$ cat src/rtl/reg_intf_pkg.sv
// Shared register-interface types: request/response structs, data widths and the
// responder wait-state FSM encoding.
package reg_intf_pkg;

    localparam int unsigned RegDataWidth = 32;
    localparam int unsigned RegStrbWidth = 4;

    typedef struct packed {
        logic                    valid;
        logic [31:0]             addr;
        logic                    write;
        logic [RegDataWidth-1:0] wdata;
        logic [RegStrbWidth-1:0] wstrb;
    } reg_req_t;

    typedef struct packed {
        logic                    ready;
        logic [RegDataWidth-1:0] rdata;
        logic                    error;
    } reg_rsp_t;

    typedef enum logic [1:0] {
        StIdle,
        StWait,
        StAck
    } reg_state_e;

endpackage

$ cat src/rtl/reg_intf_decode.sv
// Combinational address decode for a word-addressed register bank: register index
// plus an error flag for misaligned, out-of-range or read-only-write accesses.
module reg_intf_decode #(
    parameter int unsigned        NumRegs      = 8,
    parameter logic [31:0]        BaseAddr     = '0,
    parameter logic [NumRegs-1:0] ReadOnlyMask = '0,
    localparam int unsigned       IdxWidth     = (NumRegs > 1) ? $clog2(NumRegs) : 1
) (
    input  logic [31:0]         addr,
    input  logic                write,
    output logic [IdxWidth-1:0] idx,
    output logic                error
);

    logic [31:0] off;
    logic        in_range;
    logic        read_only;

    assign off      = addr - BaseAddr;
    assign in_range = {2'b00, off[31:2]} < NumRegs;
    assign idx      = off[IdxWidth+1:2];

    // Full-width match so out-of-range words never alias onto a mask bit.
    always_comb begin
        read_only = 1'b0;
        for (int unsigned i = 0; i < NumRegs; i++) begin
            if (off[31:2] == 30'(i)) begin
                read_only = ReadOnlyMask[i];
            end
        end
    end

    assign error = (off[1:0] != 2'b00) | ~in_range | (write & read_only);

endmodule

$ cat src/rtl/reg_intf_regfile.sv
// Register-interface responder terminating bus transactions into NumRegs 32-bit
// registers, with optional wait states, byte strobes and hardware-side updates.
module reg_intf_regfile #(
    parameter int unsigned        NumRegs      = 8,
    parameter logic [31:0]        BaseAddr     = '0,
    parameter int unsigned        WaitCycles   = 0,
    parameter logic [NumRegs-1:0] ReadOnlyMask = '0,
    parameter logic [NumRegs*reg_intf_pkg::RegDataWidth-1:0] ResetValues = '0,
    parameter type                reg_req_t    = reg_intf_pkg::reg_req_t,
    parameter type                reg_rsp_t    = reg_intf_pkg::reg_rsp_t
) (
    input  logic                                          clk_i,
    input  logic                                          rst_ni,
    input  reg_req_t                                      req_i,
    output reg_rsp_t                                      rsp_o,
    output logic [NumRegs*reg_intf_pkg::RegDataWidth-1:0] regs_o,
    output logic [NumRegs-1:0]                            wr_pulse_o,
    input  logic [NumRegs-1:0]                            hw_we_i,
    input  logic [NumRegs*reg_intf_pkg::RegDataWidth-1:0] hw_wdata_i
);
    import reg_intf_pkg::*;

    localparam int unsigned IdxWidth = (NumRegs > 1) ? $clog2(NumRegs) : 1;

    logic [IdxWidth-1:0]     idx;
    logic                    dec_error;
    logic                    ready;
    logic                    done;
    logic                    bus_we;
    logic [RegDataWidth-1:0] rdata;
    logic [RegDataWidth-1:0] regs_q [NumRegs];
    logic [RegDataWidth-1:0] regs_d [NumRegs];
    logic [NumRegs-1:0]      pulse_q;
    logic [NumRegs-1:0]      pulse_d;

    reg_intf_decode #(
        .NumRegs      (NumRegs),
        .BaseAddr     (BaseAddr),
        .ReadOnlyMask (ReadOnlyMask)
    ) u_decode (
        .addr  (req_i.addr),
        .write (req_i.write),
        .idx   (idx),
        .error (dec_error)
    );

    if (WaitCycles == 0) begin : g_no_wait
        assign ready = req_i.valid & rst_ni;
    end else begin : g_wait
        localparam logic [3:0] LastCnt = 4'(WaitCycles - 1);

        reg_state_e state_q, state_d;
        logic [3:0] cnt_q, cnt_d;

        always_ff @(posedge clk_i or negedge rst_ni) begin
            if (!rst_ni) begin
                state_q <= StIdle;
                cnt_q   <= '0;
            end else begin
                state_q <= state_d;
                cnt_q   <= cnt_d;
            end
        end

        always_comb begin
            state_d = state_q;
            cnt_d   = cnt_q;
            case (state_q)
                StIdle: begin
                    if (req_i.valid) begin
                        cnt_d   = 4'd1;
                        state_d = (WaitCycles == 1) ? StAck : StWait;
                    end
                end
                StWait: begin
                    // A request withdrawn mid-wait is abandoned without side effect.
                    if (!req_i.valid) begin
                        state_d = StIdle;
                        cnt_d   = '0;
                    end else if (cnt_q == LastCnt) begin
                        state_d = StAck;
                    end else begin
                        cnt_d = cnt_q + 4'd1;
                    end
                end
                StAck: begin
                    state_d = StIdle;
                    cnt_d   = '0;
                end
                default: begin
                    state_d = StIdle;
                    cnt_d   = '0;
                end
            endcase
        end

        assign ready = (state_q == StAck);
    end

    assign done   = ready & req_i.valid;
    assign bus_we = done & req_i.write & ~dec_error;

    always_comb begin
        rdata = '0;
        for (int unsigned i = 0; i < NumRegs; i++) begin
            if (idx == IdxWidth'(i)) begin
                rdata = regs_q[i];
            end
        end
    end

    always_comb begin
        rsp_o       = '0;
        rsp_o.ready = ready;
        rsp_o.rdata = (done & ~req_i.write & ~dec_error) ? rdata : '0;
        rsp_o.error = done & dec_error;
    end

    // Hardware loads the full word first; strobed bus bytes then override it.
    always_comb begin
        pulse_d = '0;
        for (int unsigned i = 0; i < NumRegs; i++) begin
            regs_d[i] = regs_q[i];
            if (hw_we_i[i]) begin
                regs_d[i] = hw_wdata_i[RegDataWidth*i +: RegDataWidth];
            end
            pulse_d[i] = bus_we && (idx == IdxWidth'(i));
            if (pulse_d[i]) begin
                for (int unsigned b = 0; b < RegStrbWidth; b++) begin
                    if (req_i.wstrb[b]) begin
                        regs_d[i][8*b +: 8] = req_i.wdata[8*b +: 8];
                    end
                end
            end
        end
    end

    always_ff @(posedge clk_i or negedge rst_ni) begin
        if (!rst_ni) begin
            for (int unsigned i = 0; i < NumRegs; i++) begin
                regs_q[i] <= ResetValues[RegDataWidth*i +: RegDataWidth];
            end
            pulse_q <= '0;
        end else begin
            for (int unsigned i = 0; i < NumRegs; i++) begin
                regs_q[i] <= regs_d[i];
            end
            pulse_q <= pulse_d;
        end
    end

    for (genvar i = 0; i < NumRegs; i++) begin : g_regs_out
        assign regs_o[RegDataWidth*i +: RegDataWidth] = regs_q[i];
    end

    assign wr_pulse_o = pulse_q;

endmodule

$ cat config.mk
export PLATFORM = sky130hd
export DESIGN_NAME = reg_intf_regfile
export DESIGN_NICKNAME = d
export VERILOG_FILES = /design/src/rtl/reg_intf_pkg.sv /design/src/rtl/reg_intf_decode.sv /design/src/rtl/reg_intf_regfile.sv
export SDC_FILE = /design/constraint.sdc
export NUM_CORES = 1
export LEC_CHECK = 0
export CORE_AREA = 4 4 242 244
export CTS_BUF_LIST = sky130_fd_sc_hd__clkbuf_8
export DETAILED_ROUTE_END_ITERATION = 10
export DIE_AREA = 0 0 246 248
export GPL_TIMING_DRIVEN = 1
export SYNTH_ARGS = -nofsm -noshare
export SYNTH_HDL_FRONTEND = slang
export SYNTH_SLANG_ARGS = --single-unit
$ cat constraint.sdc
create_clock -name clk_i -period 2.05 [get_ports clk_i]
set_input_delay 0.3075 -clock clk_i [delete_from_list [all_inputs] [get_ports clk_i]]
set_output_delay 0.3075 -clock clk_i [all_outputs]
set_load 0.05 [all_outputs]
# After elaboration in Yosys (flattened, before gate mapping)
# Index checks and enable logic that the tools add are counted.
# W data, S select, Z words.
[op_classes]
n_lt_le_gt_ge = 1
eq_ne = 7
muxes = 57
bitwise_logic = 11
reduce_logical = 10
[op_table]
columns = ["operator", "n"]
rows = [
  ["$mux W32", 25],
  ["$mux W8", 32],
  ["$lt A30 B4 Y1 const B", 1],
  ["$eq A3 B3 Y1 const B", 4],
  ["$logic_and A1 B1 Y1", 8],
  ["$and A1 B1 Y1", 7],
  ["$eq A3 B2 Y1 const B", 2],
  ["$eq A3 B1 Y1 const B", 1],
  ["$logic_not A3 Y1", 1],
  ["$not A1 Y1", 3],
  ["$reduce_bool A2 Y1", 1],
  ["$or A1 B1 Y1", 1],
]
[totals]
ff_bits = 264
inputBits = 336
word_cells = 95

# Longest topological paths before layout
# Gate-level depths: netlist of the first run.
[depth]
ltp_word = 10
depth_mapped = 6
mapped_depth_nobuf = 4

# Cells and area by module
# Synthesis of the first run repeated with hierarchy kept, for this count alone.
[hier_totals]
hier_cells = 1403
hier_area_um2 = 14641.5
[modules_own_cells]
columns = ["module", "instances", "cells_per_inst", "area_per_inst_um2", "seq_area_each_um2"]
rows = [
  ["reg_intf_regfile", 1, 1390, 14550.2, 6606.3],
  ["reg_intf_decode", 1, 13, 91.3, 0.0],
]

# Least setup slack after synthesis of the first run
# Ideal clock, no wire load.
[synth_path]
path_type = "input to output"
start = "input port req_i[40] in the netlist's numbering"
end = "output port rsp_o[10] in the netlist's numbering"
arrival_time_ns = 2.477
required_time_ns = 1.742
slack_ns = -0.734
cell_stages = 6
n_path_buf = 3
path_cell_list = "buf_2 > buf_2 > clkbuf_1 > o22a_1 > o22ai_1 > a311oi_1"
[synth_rtl]
columns = ["element", "line", "text"]
rows = [
  ["start: declaration", "reg_intf_regfile.sv:14", "input reg_req_t req_i,"],
  ["end: declaration", "reg_intf_regfile.sv:15", "output reg_rsp_t rsp_o,"],
]

==> results of run 1 <==
[logic make-up (layout without fill, tap and decap cells)]
family	after synthesis	count (layout)	synth area share, %
AO/OA/AOI/OAI	94	94	4.74
buffers and inverters	89	909	2.65
flip-flops	264	264	42.2
multiplexers	608	608	45.9
other	0	8	0
AND/OR/NAND/NOR	102	102	4.50
[cell usage after synthesis, types with 8 or more instances]
cell	count	area, um^2
mux2i_1	32	320
buf_2	17	85.1
o22a_1	31	272
mux2_2	543	6110
a311oi_1	31	272
nor4_1	10	62.6
mux4_2	33	743
nor3_2	8	80.1
nor3_1	25	125
o22ai_1	31	194
dfrtp_1	264	6610
buf_1	13	48.8
nand3_2	28	280
clkbuf_1	46	173
[report_power, final]
group / total [mW] / switching, mW / internal [mW]
Combinational: 6.11 / 3.55 / 2.57
Clock: 5.75 / 2.43 / 3.32
Sequential: 6.18 / 0.454 / 5.73
Total: 18.0 / 6.43 / 11.6
[layout make-up]
cell class	count	area [um^2]
repair buffers	820	8420
fillers	5256	29600
multi-input cells	804	9580
inverters	2	7.51
clock buffers	65	895
clock inverters	22	196
diodes	8	20.0
flip-flops and latches	264	6610
well taps	756	946
[worst max-delay path: stages, from the launching register on]
cell	delay [ns]
dfrtp_1	0.42
mux4_2	0.49
o22ai_2	0.19
buf_4	0.15
a311oi_4	0.04
buf_12	0.17
[layer usage]
layer | part of all wire, % | global-route usage, %
met5 | 0.057 | 0
met4 | 2.9 | 7.78
met3 | 7.2 | 6.57
met2 | 49 | 40.6
met1 | 40 | 28.2
[final timing paths]
check / start / end / depth (start not counted) / slack, ns
min in group asynchronous: rst_ni / wr_pulse_o[0]$_DFF_PN0_ / 4 / 0.44
hold reg to reg: regs_o[154]$_DFF_PN0_ / regs_o[154]$_DFF_PN0_ / 2 / 0.65
hold / removal: req_i[41] / wr_pulse_o[5]$_DFF_PN0_ / 4 / 0.29
setup / recovery: regs_o[107]$_DFF_PN0_ / rsp_o[12] / 5 / -0.32
setup reg to reg: regs_o[96]$_DFF_PN0_ / regs_o[96]$_DFF_PN0_ / 4 / 0.80
max in group asynchronous: rst_ni / regs_o[233]$_DFF_PN0_ / 5 / 0.30
[repair_timing]
item	in CTS	in global routing
endpoints found under the setup margin	281	36
pin swaps	27	23
setup buffers	34	31
hold buffers	1	0
endpoints found under the hold margin	118	0
gates cloned	2	0
resized for setup	359	56
[sequential cells by signal, summed over array words and instances (netlist names)]
register / cells
regs_o: 256
wr_pulse_o: 8
[cell usage in the layout (no fill, tap or decap), types with 15 or more instances in the layout]
cell             count
buf_4              146
a311oi_4            31
clkdlybuf4s50_1    292
buf_12              92
o22a_1              31
nor3_1              24
dlygate4sd2_1      241
dfrtp_1            261
o22ai_4             20
inv_1               15
mux2i_1             32
mux2_2             543
nand3_2             28
mux4_2              33
clkbuf_8            65
==> qor.yml, run 1 <==
synth_edf_count: 0
io_pins: 634
numCtsBuffers: 51
drive_gt1_share_pct: 52.6
place_area_um2: 24900
io_buffers: 633
crit_arrival_ns: 2.06
dpl.hpwl_um: 53100
wl_um: 74300
power.density_nw_per_um2: 677
tns_ns: -7.21
syn_inst: 1157
worst-slew-pin-transition_ns: 0.987
first_pass_iters: 4
cp-end-kind: "output port"
total_power_mw: 18.0
place_inst: 2582
utilization_pct: 47.4
h-tree-depth: 2
antenna_found_initial: 12
maxSlewViolCount: 0
insertion_delay_ns: 0.59
dieArea_um2: 61000
fin_area_um2: 26700
clockRootBuffer: "clkbuf_8"
violations: "setup timing"
worstPathMaxFanout: 2
coreArea_um2: 56300
async_reset_ff_share_pct: 100
post_drt_wl_per_cell_um: 27.1
cap_violations: 0
period_minus_slack_ns: 2.37
syn_area_um2: 15600
hold_path_class: "in -> reg"
yosysSeqAreaShare_pct: 42.2
gp_congestion: 0.870
postSynthNetCount: 1493
num_rows: 87
fin_nets: 2279
final_cells: 2741
layout_worst_path_cycle_share_pct: 115
clockBufferDepth: 3
rsz0062_at_grt: "yes"
grt_max_degree: 162
syn_area_per_cell_um2: 13.5
area_growth_pct: 70.5
final-hold-violation-count: 0
p_leak_nw: 11.0
grt_pass1_vias: 15200
yosys_warnings: 0
max_freq_mhz: 422
fin_ws_ns: -0.317
initialDrtViolationCount: 560
place_worst_setup_slack_ns: -0.660
cp.required_ns: 1.74
via_count: 13700
status: "complete, but fails checks"
grt_pass1_wl_um: 105000
ant_nets: 0
criticalPathCategory: "reg -> out"
initial_utilization_pct: 27.8
slew_headroom_pct: 34.2
finalSetupViolCount: 32
fin_hold_ws_ns: 0.291
yosysUniqueCellTypes: 26
viasPerCell: 5.02
clk_pin_slew_ns: 0.06
synth-main-ff-cell: "dfrtp_1"
cts_sinks: 264
irDropWorstVdd_uv: 388
grt_overflow_total: 0
track_usage_pct: 23.5
drc: 0
fp.dieW_um: 246
ys_ff_latch: 264
dieHeight_um: 248
cts_tree: "yes"
startpoint_type: "register"
skew_ns: 0
No activity file was read; power rests on OpenSTA's default activity.
==> run 2, diff against run 1 <==
GPL_ROUTABILITY_DRIVEN = 0   (was unset)
SKIP_CTS_REPAIR_TIMING = 1   (was unset)
==> run 2 against run 1 <==
Net effect: the flow still finishes with violations (setup timing); setup slack worse by 0.048 ns; die area unchanged; first-iteration DRC count fell by 1.4%; cell count is 0.55% lower; clock skew did not move; final area rose by 3.3%; worst hold slack gained 0.0063 ns; combinational power rose by 3%; maximum frequency is 2.0% lower; non-clock buffer count down 14; sequential share of layout area down 0.78 points; highest routed layer unchanged.
==> qor.yml, run 2 (synthesis gave the netlist of run 1 again) <==
initialDrtViolationCount: 552
drive_gt1_share_pct: 51.5
dieHeight_um: 248
fin_area_um2: 27600
dpl.hpwl_um: 53100
layout_common_cells: "mux2_2, clkdlybuf4s50_1, dlymetal6s2s_1, dfrtp_1, buf_4"
track_usage_pct: 23.0
place_inst: 2582
utilization_pct: 49.0
first_pass_iters: 4
wl_um: 74500
place_worst_setup_slack_ns: -0.660
cp-end-kind: "output port"
h-tree-depth: 2
viasPerCell: 5.03
place_area_um2: 24900
cap_violations: 0
violations: "setup timing"
irDropWorstVdd_uv: 389
via_count: 13700
fin_ws_ns: -0.365
clockRootBuffer: "clkbuf_8"
grt_pass1_wl_um: 104000
grt_pass1_vias: 15000
mostFrequentLayoutCell: "mux2_2"
coreArea_um2: 56300
drc: 0
met1_usage_pct: 27.6
cts_tree: "yes"
cts_sinks: 264
slew_headroom_pct: 29.5
total_power_mw: 18.2
fin_hold_ws_ns: 0.297
final-hold-violation-count: 0
io_pins: 634
worst-slew-pin-transition_ns: 1.06
period_minus_slack_ns: 2.42
p_leak_nw: 13.1
cp_slowest_cell: "mux4_2"
clockBufferDepth: 3
final_cells: 2726
io_buffers: 633
largest_reg_flops: 256
fill_cells: 5027
num_rows: 87
hold_path_class: "in -> reg"
numCtsBuffers: 51
maxSlewViolCount: 0
crit_chain: "mux4_2 -> o22ai_2 -> buf_4 -> a311oi_4 -> buf_12"
max_freq_mhz: 414
ant_nets: 0
insertion_delay_ns: 0.59
layout_worst_path_cycle_share_pct: 118
worstPathMaxFanout: 4
rsz0062_at_grt: "yes"
grt_use_met2_pct: 40.2
dieArea_um2: 61000
initial_utilization_pct: 27.8
skew_ns: 0
finalSetupViolCount: 32
clk_pin_slew_ns: 0.07
use_met3_pct: 6.34
post_drt_wl_per_cell_um: 27.3
area_growth_pct: 76.1
startpoint_type: "register"
status: "complete, but fails checks"
fin_nets: 2265
cp.required_ns: 1.74
fp.dieW_um: 246
power.density_nw_per_um2: 662
crit_arrival_ns: 2.11
grt_overflow_total: 0
grt_busiest_layer: "met2"
criticalPathCategory: "reg -> out"
tns_ns: -7.47
max_stage_delay_ns: 0.48
antenna_found_initial: 12
grt_max_degree: 162
run 2: worst paths after layout:
| kind | slack [ns] | from | cells past startpoint | end |
|---|---|---|---|---|
| min in group asynchronous | 0.38 | rst_ni | 4 | wr_pulse_o[0]$_DFF_PN0_ |
| worst min-delay path | 0.30 | req_i[41] | 4 | wr_pulse_o[5]$_DFF_PN0_ |
| worst max-delay path | -0.37 | regs_o[21]$_DFF_PN0_ | 5 | rsp_o[22] |
| max in group asynchronous | 0.28 | rst_ni | 5 | regs_o[235]$_DFF_PN0_ |
| worst min register to register | 0.65 | regs_o[154]$_DFF_PN0_ | 2 | regs_o[154]$_DFF_PN0_ |
| worst max register to register | 0.87 | regs_o[101]$_DFF_PN0_ | 3 | regs_o[101]$_DFF_PN0_ |
run 2: power breakdown:
part | switching [mW] | total [mW] | internal (mW) | leakage [nW]
combinational | 3.50 | 6.30 | 2.79 | 9.39
clock | 2.42 | 5.74 | 3.32 | 0.609
sequential | 0.470 | 6.20 | 5.73 | 3.10
total | 6.39 | 18.2 | 11.8 | 13.1
run 2: cell type report:
| type | instances | area [um^2] | share of cell area [%] |
|---|---|---|---|
| clock buffers | 65 | 895 | 3.25 |
| multi-input cells | 804 | 9550 | 34.7 |
| clock inverters | 22 | 196 | 0.713 |
| flip-flops and latches | 264 | 6610 | 24.0 |
| inverters | 2 | 7.51 | 0.0272 |
| diodes | 7 | 17.5 | 0.0636 |
| repair buffers | 806 | 9330 | 33.9 |
| well taps | 756 | 946 | 3.43 |
run 2: per-layer routing:
metal  part of all wire, %  routed length (um)
met3                   6.8                5040
met4                   3.0                2220
met2                    50               37200
met5                 0.079                  59
met1                    40               30000
run 2: critical path, delay by kind of cell (launching register included):
| family | cells | cell delay, ns |
|---|---|---|
| compound gates | 2 | 0.25 |
| buf+inv | 2 | 0.34 |
| mux | 1 | 0.48 |
| flops | 1 | 0.42 |
